===== src/rtl/pwmdt_pkg.sv =====
// ============================================================================
//  Module   : pwmdt_pkg
//  Brief    : Shared state encoding and defaults for the dead-time gate driver.
//  Revision : 1.0
// ============================================================================
`default_nettype none

package pwmdt_pkg;

    localparam int PWMDT_DT_WIDTH_DEFAULT = 8;

    typedef enum logic [1:0] {
        ST_OFF  = 2'd0,
        ST_DEAD = 2'd1,
        ST_HI   = 2'd2,
        ST_LO   = 2'd3
    } pwmdt_state_e;

endpackage

`default_nettype wire


===== src/rtl/deadtime_counter.sv =====
// ============================================================================
//  Module   : deadtime_counter
//  Brief    : Loadable down-counter with zero flag; saturates at zero.
//  Revision : 1.0
// ============================================================================
`default_nettype none

module deadtime_counter #(
    parameter int WIDTH = 8
) (
    input  logic             clk,
    input  logic             rst,
    input  logic             i_clr,
    input  logic             i_load,
    input  logic [WIDTH-1:0] i_load_val,
    input  logic             i_dec,
    output logic             o_zero
);

    localparam logic [WIDTH-1:0] C_ONE = {{(WIDTH-1){1'b0}}, 1'b1};

    logic [WIDTH-1:0] r_count_q;
    logic [WIDTH-1:0] w_count_d;

    assign o_zero = (r_count_q == '0);

    always_comb begin
        w_count_d = r_count_q;
        if (i_clr) begin
            w_count_d = '0;
        end else if (i_load) begin
            w_count_d = i_load_val;
        end else if (i_dec && !o_zero) begin
            w_count_d = r_count_q - C_ONE;
        end
    end

    always_ff @(posedge clk) begin
        if (rst) begin
            r_count_q <= '0;
        end else begin
            r_count_q <= w_count_d;
        end
    end

endmodule

`default_nettype wire


===== src/rtl/pwm_deadtime.sv =====
// ============================================================================
//  Module   : pwm_deadtime
//  Brief    : Complementary half-bridge drive with programmable dead time.
//             Optional latched trip input enabled by PWMDT_FAULT_EN.
//  Revision : 1.0
// ============================================================================
`default_nettype none

module pwm_deadtime
    import pwmdt_pkg::*;
#(
    parameter int dt_width_p = PWMDT_DT_WIDTH_DEFAULT
) (
    input  logic                  clk_in,
    input  logic                  rst_in,
    input  logic                  enable_in,
    input  logic                  pwm_in,
    input  logic [dt_width_p-1:0] dead_cycles_in,
    output logic                  pwm_hi_out,
    output logic                  pwm_lo_out,
    output logic                  dead_out
`ifdef PWMDT_FAULT_EN
    ,
    input  logic                  fault_in,
    output logic                  fault_out
`endif
);

    localparam logic [dt_width_p-1:0] C_ONE = {{(dt_width_p-1){1'b0}}, 1'b1};

    pwmdt_state_e          r_state_q;
    pwmdt_state_e          w_state_d;
    logic                  w_fault_active;
    logic                  w_cnt_zero;
    logic                  w_load;
    logic                  w_dec;
    logic                  w_clr;
    logic [dt_width_p-1:0] w_load_val;

`ifdef PWMDT_FAULT_EN
    logic r_fault_q;
    logic w_fault_d;

    assign w_fault_active = fault_in | r_fault_q;
    assign fault_out      = r_fault_q;

    // Fault wins over a simultaneous disable; a clean disabled edge clears it.
    always_comb begin
        w_fault_d = r_fault_q;
        if (fault_in) begin
            w_fault_d = 1'b1;
        end else if (!enable_in) begin
            w_fault_d = 1'b0;
        end
    end

    always_ff @(posedge clk_in) begin
        if (rst_in) begin
            r_fault_q <= 1'b0;
        end else begin
            r_fault_q <= w_fault_d;
        end
    end
`else
    assign w_fault_active = 1'b0;
`endif

    // A programmed dead time of 0 behaves as 1, so the load value is D-1 clamped.
    assign w_load_val = (dead_cycles_in == '0) ? '0 : (dead_cycles_in - C_ONE);

    always_comb begin
        w_state_d = r_state_q;
        case (r_state_q)
            ST_OFF:  if (enable_in)  w_state_d = ST_DEAD;
            ST_HI:   if (!pwm_in)    w_state_d = ST_DEAD;
            ST_LO:   if (pwm_in)     w_state_d = ST_DEAD;
            ST_DEAD: if (w_cnt_zero) w_state_d = pwm_in ? ST_HI : ST_LO;
            default: w_state_d = ST_OFF;
        endcase
        if (!enable_in || w_fault_active) begin
            w_state_d = ST_OFF;
        end
    end

    assign w_load = (w_state_d == ST_DEAD) && (r_state_q != ST_DEAD);
    assign w_dec  = (w_state_d == ST_DEAD) && (r_state_q == ST_DEAD);
    assign w_clr  = (w_state_d == ST_OFF);

    deadtime_counter #(
        .WIDTH (dt_width_p)
    ) u_counter (
        .clk        (clk_in),
        .rst        (rst_in),
        .i_clr      (w_clr),
        .i_load     (w_load),
        .i_load_val (w_load_val),
        .i_dec      (w_dec),
        .o_zero     (w_cnt_zero)
    );

    always_ff @(posedge clk_in) begin
        if (rst_in) begin
            r_state_q  <= ST_OFF;
            pwm_hi_out <= 1'b0;
            pwm_lo_out <= 1'b0;
            dead_out   <= 1'b0;
        end else begin
            r_state_q  <= w_state_d;
            pwm_hi_out <= (w_state_d == ST_HI);
            pwm_lo_out <= (w_state_d == ST_LO);
            dead_out   <= (w_state_d == ST_DEAD);
        end
    end

endmodule

`default_nettype wire

===== config.mk =====
export PLATFORM = sky130hd
export DESIGN_NAME = pwm_deadtime
export DESIGN_NICKNAME = d
export VERILOG_FILES = /design/src/rtl/pwmdt_pkg.sv /design/src/rtl/deadtime_counter.sv /design/src/rtl/pwm_deadtime.sv
export SDC_FILE = /design/constraint.sdc
export NUM_CORES = 1
export LEC_CHECK = 0
export ABC_AREA = 1
export BUFFER_PORTS_ARGS = -buffer_cell sky130_fd_sc_hd__buf_2
export CAP_MARGIN = 10
export CORE_UTILIZATION = 50
export DETAILED_ROUTE_END_ITERATION = 16
export GPL_ROUTABILITY_DRIVEN = 0
export PLACE_DENSITY = 0.72
export SETUP_SLACK_MARGIN = 0.02
export SYNTH_ARGS = -nofsm -noshare
export SYNTH_HDL_FRONTEND = slang
export SYNTH_SLANG_ARGS = --single-unit

===== constraint.sdc =====
create_clock -name clk_in -period 1.7 [get_ports clk_in]
set_input_delay 0.17 -clock clk_in [delete_from_list [all_inputs] [get_ports clk_in]]
set_output_delay 0.17 -clock clk_in [all_outputs]
set_load 0.01 [all_outputs]

==> impl_metrics.tcl, run 1 <==
set metrics [dict create \
    outcome "finished clean" \
    worst_setup_path_end_kind "register" \
    timing_max_transition_violations_final 0 \
    tritoncts.num_buffers 3 \
    fmax_mhz 668.3 \
    drtAntennaViolNets 0 \
    antenna_found_initial 0 \
    finalNonFillerCells 184 \
    design.die.area_um2 2010 \
    drive_above_1_share_pct 22.64 \
    clk_latency_ns 0.28 \
    clock_tree.htree_level_count 1 \
    cts_tree "yes" \
    ioPinCount 15 \
    setup-tns-final_ns 0 \
    clk_path_buf_depth 2 \
    synthDistinctLibCells 25 \
    synth_seq_area_share_pct 28.38 \
    synth_top_area_share_pct 28.38 \
    clock_transition_at_path_regs_ns 0.09 \
    yosys_warnings 0 \
    synth.largest_area_cell "dfxtp_1" \
    setup_violation_total_in_the_final_timing_report 0 \
    hold_crit_path_type "input port to register" \
    grtUsageTotal_pct 21.46 \
    peakVddDrop_uv 427.8 \
    grt-ovfl-total 0 \
    finalClockSkew_ns 0.01196 \
    first_pass_iters 4 \
    max_cap_viol_count 0 \
    post_cts.repair.setup_buffers 0 \
    p_sw_share_pct 33.42 \
    cts_hold_buf 0 \
    worst_path_max_delay_cell "dfxtp_1" \
    power.total_mw 0.7335 \
    relSlewSlack_pct 71.04 \
    place_inst 180 \
    wl_per_cell_um 9.435 \
    placeableCoreArea_um2 1727 \
    postSynthRegisterBits 13 \
    critPathKind "register to register" \
    timing_worst_slew_pin_value_ns 0.4328 \
    mapped_cells 141 \
    critPathMaxFanout 6 \
    route.final.wire_length_um 1736 \
    worst_ep_arrival_time_ns 1.67 \
    hpwlAfterDp_um 1449 \
    path_buf_inv 2 \
    vias 856 \
    mappedNetlistNets 156 \
    start_util_pct 53.12 \
    slowest_delay_ns 0.32 \
    final.period_utilization_pct 88.02 \
    startpoint_type "register" \
    areaGrowthSynthToFinish_pct 13.92 \
    netlist_top_cells_area "dfxtp_1 28%, nand2_1 12%, nor2_1 9.8%" \
    power.sequential.fraction_pct 45.2 \
    synth_area_per_cell_um2 6.504 \
    fin_nets 175 \
    p_int_mw 0.4883 \
    pwr-share-comb_pct 28.4 \
    final_hold_vio_count 0 \
    grt_start_max_net_pins 11 \
    clock_sinks 13 \
    area_of_the_mapped_netlist_um2 917.1 \
    grt_first_pass_wirelength_um 3153 \
    power.net_switching_mw 0.2451 \
    die_height_um 44.83 \
    worst_path_dominant_cell_family "simple AND/OR/NAND/NOR gates" \
    clock-root-buffer "clkbuf_4" \
    pwr-share-clk_pct 26.5 \
    power_leakage_nw 0.5159 \
    final_period_minus_worst_setup_slack_ns 1.496 \
    crit_chain "inv_1, ha_1, inv_1, nor2_1, nand2_1, xor2_1, nand2_1, nand2_1, nor2_1, nor2_1" \
    die-width_um 44.83 \
    power.density_cell_area_nw_per_um2 702.0 \
    vias_per_cell 4.652 \
    worst_ep_required_time_ns 1.87 \
    numPortBuffers 14 \
    unrepaired_setup_endpoints_after_global_routing "no" \
    drtIter0Drc 13 \
    floorplan.rows 15 \
    drc 0 \
    num-fill-cells 181 \
    cts_resized 0 \
    hold_ws_ns 0.08721 \
    antenna-diode-count 0 \
    via_count_of_the_first_global_routing_pass 751 \
]
## kinds of logic after synthesis
family                     count (synthesis)  synth area share [%]
adders and majority gates                  3                 4.093
xor gates and xnor gates                   4                 3.821
DFF                                       13                 28.38
and+or+nand+nor                           78                 41.61
buffers and inverters                     21                 9.140
AOI/OAI and AO/OA                         22                 12.96
## power groups by stage
stage	combinational (mW)	clock, mW	sequential [mW]
6_report	0.208	0.194	0.331
3_5_place_dp	0.208	0	0.338
3_3_place_gp	0.206	0	0.338
4_1_cts	0.210	0.195	0.331
5_1_grt	0.242	0.205	0.333
2_1_floorplan	0.156	0	0.337
## per-stage QoR
stage	worst slack, ns	cell area, um2	utilization, %
after floorplan	0.4016	917.1	-
after global placement	0.2496	1018	58.99
after detailed placement	0.2381	1018	58.99
after CTS	0.2063	1045	60.51
after global routing	0.05462	1045	60.51
final	0.2037	1045	60.51
## layout make-up
class	count	area, um2	area share (%)
multi-input combinational	107	573.1	54.85
sequential	13	260.3	24.91
inverter	21	83.83	8.024
timing repair buffer	14	70.07	6.707
tap	25	31.28	2.994
clock buffer	4	26.28	2.515
## sequential cells by signal, indices dropped and copies added, names as in the netlist
register	flops
pwm_lo_out	1
dead_out	1
u_counter.r_count_q	8
pwm_hi_out	1
r_state_q	2
## cell usage in the layout, fill, tap and decap left out
| master | instances |
|---|---|
| nand2_1 | 29 |
| xnor2_1 | 1 |
| nor2_1 | 24 |
| clkbuf_1 | 1 |
| a31o_2 | 1 |
| nand3_1 | 9 |
| xor2_1 | 3 |
| a21oi_2 | 1 |
| nor2_4 | 3 |
| clkbuf_4 | 3 |
| inv_1 | 16 |
| inv_6 | 1 |
| nand3_4 | 1 |
| nor2_2 | 3 |
| o21ai_1 | 7 |
| and2_1 | 1 |
| o21ai_0 | 4 |
| nand4_1 | 1 |
| buf_2 | 14 |
| nand2_2 | 2 |
| nand3_2 | 1 |
| a31oi_1 | 1 |
| dfxtp_1 | 13 |
| nand2_4 | 2 |
| nor3_1 | 2 |
| a21oi_1 | 8 |
| ha_1 | 3 |
| inv_2 | 4 |
## metal layers
layer | vias up | GRT usage [%] | share of wire, %
li1 | 487 | - | -
met1 | 353 | 32.26 | 52
met2 | 14 | 30.88 | 44
met3 | 2 | 1.200 | 1.7
met4 | 0 | 10.91 | 1.4
met5 | - | 0 | 0
## worst paths after layout
| path | from | slack (ns) | endpoint | depth (start not counted) |
|---|---|---|---|---|
| max | u_counter.r_count_q[0]$_SDFFE_PP0P_ | 0.20 | u_counter.r_count_q[4]$_SDFFE_PP0P_ | 10 |
| min | rst_in | 0.09 | r_state_q[1]$_SDFF_PP0_ | 2 |
| min reg2reg | u_counter.r_count_q[7]$_SDFFE_PP0P_ | 0.51 | u_counter.r_count_q[7]$_SDFFE_PP0P_ | 2 |
| max reg2reg | u_counter.r_count_q[0]$_SDFFE_PP0P_ | 0.20 | u_counter.r_count_q[4]$_SDFFE_PP0P_ | 10 |
## cells in the mapped netlist
cell      n
dfxtp_1  13
nand4_1   1
nand2_4   2
xnor2_1   1
inv_6     1
inv_2     4
nand3_2   1
ha_1      3
a31o_2    1
nor2_4    3
nand2_1  29
nand2_2   2
inv_1    16
nand3_1   9
and2_1    1
nor2_2    3
a21oi_1   8
o21ai_1   7
xor2_1    3
nand3_4   1
a31oi_1   1
o21ai_0   4
nor3_1    2
nor2_1   24
a21oi_2   1
No activity file was read; power rests on OpenSTA's default activity.
==> run 2: changes to the inputs <==
--- a/config.mk
+++ b/config.mk
@@ -8,10 +8,9 @@
 export ABC_AREA = 1
 export BUFFER_PORTS_ARGS = -buffer_cell sky130_fd_sc_hd__buf_2
 export CAP_MARGIN = 10
-export CORE_UTILIZATION = 50
+export CORE_UTILIZATION = 30
 export DETAILED_ROUTE_END_ITERATION = 16
 export GPL_ROUTABILITY_DRIVEN = 0
-export PLACE_DENSITY = 0.72
 export SETUP_SLACK_MARGIN = 0.02
 export SYNTH_ARGS = -nofsm -noshare
 export SYNTH_HDL_FRONTEND = slang
==> impl_metrics.tcl, run 2 (synthesis gave the netlist of run 1 again) <==
set metrics [dict create \
    max_cap_viol_count 0 \
    route.final.wire_length_um 1971 \
    fmax_mhz 698.0 \
    hold_end "r_state_q[1]$_SDFF_PP0_" \
    cts_tree "yes" \
    dpl-instance-area_um2 1026 \
    num-fill-cells 318 \
    sequential_area_um2 260.3 \
    wl_per_cell_um 10.37 \
    numPortBuffers 14 \
    grt-ovfl-total 0 \
    setup-tns-final_ns 0 \
    clk_latency_ns 0.27 \
    power_leakage_nw 0.5159 \
    reg2reg_slack_ns 0.27 \
    unrepaired_setup_endpoints_after_global_routing "no" \
    tritoncts.num_buffers 3 \
    via_count_of_the_first_global_routing_pass 796 \
    final_period_minus_worst_setup_slack_ns 1.433 \
    final_cell_mix "29 x nand2_1, 24 x nor2_1, 16 x inv_1" \
    vias 881 \
    die_height_um 57.29 \
    clock_transition_at_path_regs_ns 0.07 \
    power.net_switching_mw 0.2389 \
    multiInputGateArea_um2 573.1 \
    pwr-share-comb_pct 29.0 \
    cts_resized 0 \
    power.density_cell_area_nw_per_um2 691.0 \
    timing_worst_slew_pin_value_ns 0.4541 \
    final.period_utilization_pct 84.28 \
    drive_above_1_share_pct 22.64 \
    top_register "u_counter.r_count_q" \
    clock_tree.htree_level_count 1 \
    critPathMaxFanout 6 \
    layout.cell_area.non_filler_um2 1052 \
    wl_met1_um 995 \
    worst_setup_path_end_kind "register" \
    worst_ep_required_time_ns 1.87 \
    first_pass_iters 4 \
    grt_start_max_net_pins 11 \
    timing_max_transition_violations_final 0 \
    final_hold_vio_count 0 \
    wl_met2_um 879 \
    ioPinCount 15 \
    pwr-share-clk_pct 25.4 \
    clock-root-buffer "clkbuf_4" \
    r2r.worst_path.cells 10 \
    areaGrowthSynthToFinish_pct 14.73 \
    placeableCoreArea_um2 2829 \
    peakVddDrop_uv 293.3 \
    power.sequential.fraction_pct 45.6 \
    antenna_found_initial 0 \
    clk_path_buf_depth 2 \
    p_int_mw 0.4882 \
    fin_nets 175 \
    largest_register_ff_count 8 \
    hold_path_startpoint "rst_in" \
    antenna-diode-count 0 \
    clock_sinks 13 \
    hold_crit_path_type "input port to register" \
    setup_violation_total_in_the_final_timing_report 0 \
    regToRegStartpoint "u_counter.r_count_q[0]$_SDFFE_PP0P_" \
    vias_per_cell 4.637 \
    drtIter0Drc 7 \
    post_cts.repair.setup_buffers 0 \
    grt_first_pass_wirelength_um 3387 \
    relSlewSlack_pct 69.62 \
    hpwlAfterDp_um 1606 \
    design.die.area_um2 3282 \
    finalClockSkew_ns 0.0003871 \
    met3_length_um 42 \
    cts_hold_buf 0 \
    critPathKind "register to register" \
    outcome "finished clean" \
    drc 0 \
    grtUsageTotal_pct 13.40 \
    crit-reg2reg-capture "u_counter.r_count_q[4]$_SDFFE_PP0P_" \
    die-width_um 57.29 \
    startpoint_type "register" \
    regs_by_ff_count "u_counter.r_count_q (8), r_state_q (2)" \
    drtAntennaViolNets 0 \
    min_delay_path_depth 2 \
    final_common_cell "nand2_1" \
    p_sw_share_pct 32.86 \
    start_util_pct 32.42 \
    worst_ep_arrival_time_ns 1.60 \
    top_signal_layer_used "met4" \
    floorplan.rows 19 \
]
## run 2: cell counts in the layout (fill, tap and decap cells not counted)
Identical to the previous run, type by type.
## run 2: worst max-delay path by stage
stage / to / from / slack (ns)
floorplan: u_counter.r_count_q[2]$_SDFFE_PP0P_ / u_counter.r_count_q[0]$_SDFFE_PP0P_ / 0.40
global placement: u_counter.r_count_q[4]$_SDFFE_PP0P_ / dead_cycles_in[0] / 0.24
detailed placement: u_counter.r_count_q[3]$_SDFFE_PP0P_ / dead_cycles_in[0] / 0.24
CTS: u_counter.r_count_q[4]$_SDFFE_PP0P_ / u_counter.r_count_q[0]$_SDFFE_PP0P_ / 0.27
global route: u_counter.r_count_q[6]$_SDFFE_PP0P_ / u_counter.r_count_q[0]$_SDFFE_PP0P_ / 0.09
finish: u_counter.r_count_q[4]$_SDFFE_PP0P_ / u_counter.r_count_q[0]$_SDFFE_PP0P_ / 0.27
## run 2: power by group through the flow
| stage | sequential, mW | combinational, mW | clock (mW) |
|---|---|---|---|
| 6_report | 0.332 | 0.211 | 0.184 |
| 3_5_place_dp | 0.339 | 0.210 | 0 |
| 4_1_cts | 0.332 | 0.211 | 0.193 |
| 5_1_grt | 0.334 | 0.241 | 0.207 |
| 2_1_floorplan | 0.337 | 0.156 | 0 |
| 3_3_place_gp | 0.339 | 0.207 | 0 |
## run 2: stage by stage
| stage | setup slack, ns | power (mW) | utilization, % | hold slack (ns) | cells |
|---|---|---|---|---|---|
| after CTS | 0.2681 | 0.7358 | 37.20 | 0.09132 | 190 |
| after global placement | 0.2422 | 0.5456 | 36.27 | 0.3856 | 186 |
| after global routing | 0.09306 | 0.7816 | 37.20 | 0.09592 | 190 |
| after detailed placement | 0.2359 | 0.5487 | 36.27 | 0.3857 | 186 |
| after floorplan | 0.4016 | 0.4925 | - | 0.2411 | 141 |
| final | 0.2673 | 0.7271 | 37.20 | 0.09769 | 190 |
## run 2: worst max-delay path: stages, from the launching register on
cell,delay (ns)
dfxtp_1,0.31
inv_1,0.15
ha_1,0.23
inv_1,0.06
nor2_1,0.11
nand2_1,0.07
xor2_1,0.14
nand2_1,0.07
nand2_1,0.05
nor2_1,0.08
nor2_1,0.05
## run 2: area by class of cell
cell class,instances,share of cell area [%]
Inverter,21,7.967
Timing Repair Buffer,14,6.659
Sequential cell,13,24.73
Clock buffer,4,2.497
Multi-Input combinational cell,107,54.46
Tap cell,31,3.686
## run 2: metal layers
layer / up-vias / track usage, %
li1: 480 / -
met1: 379 / 19.05
met2: 17 / 19.83
met3: 5 / 0.6803
met4: 0 / 8.362
met5: - / 0
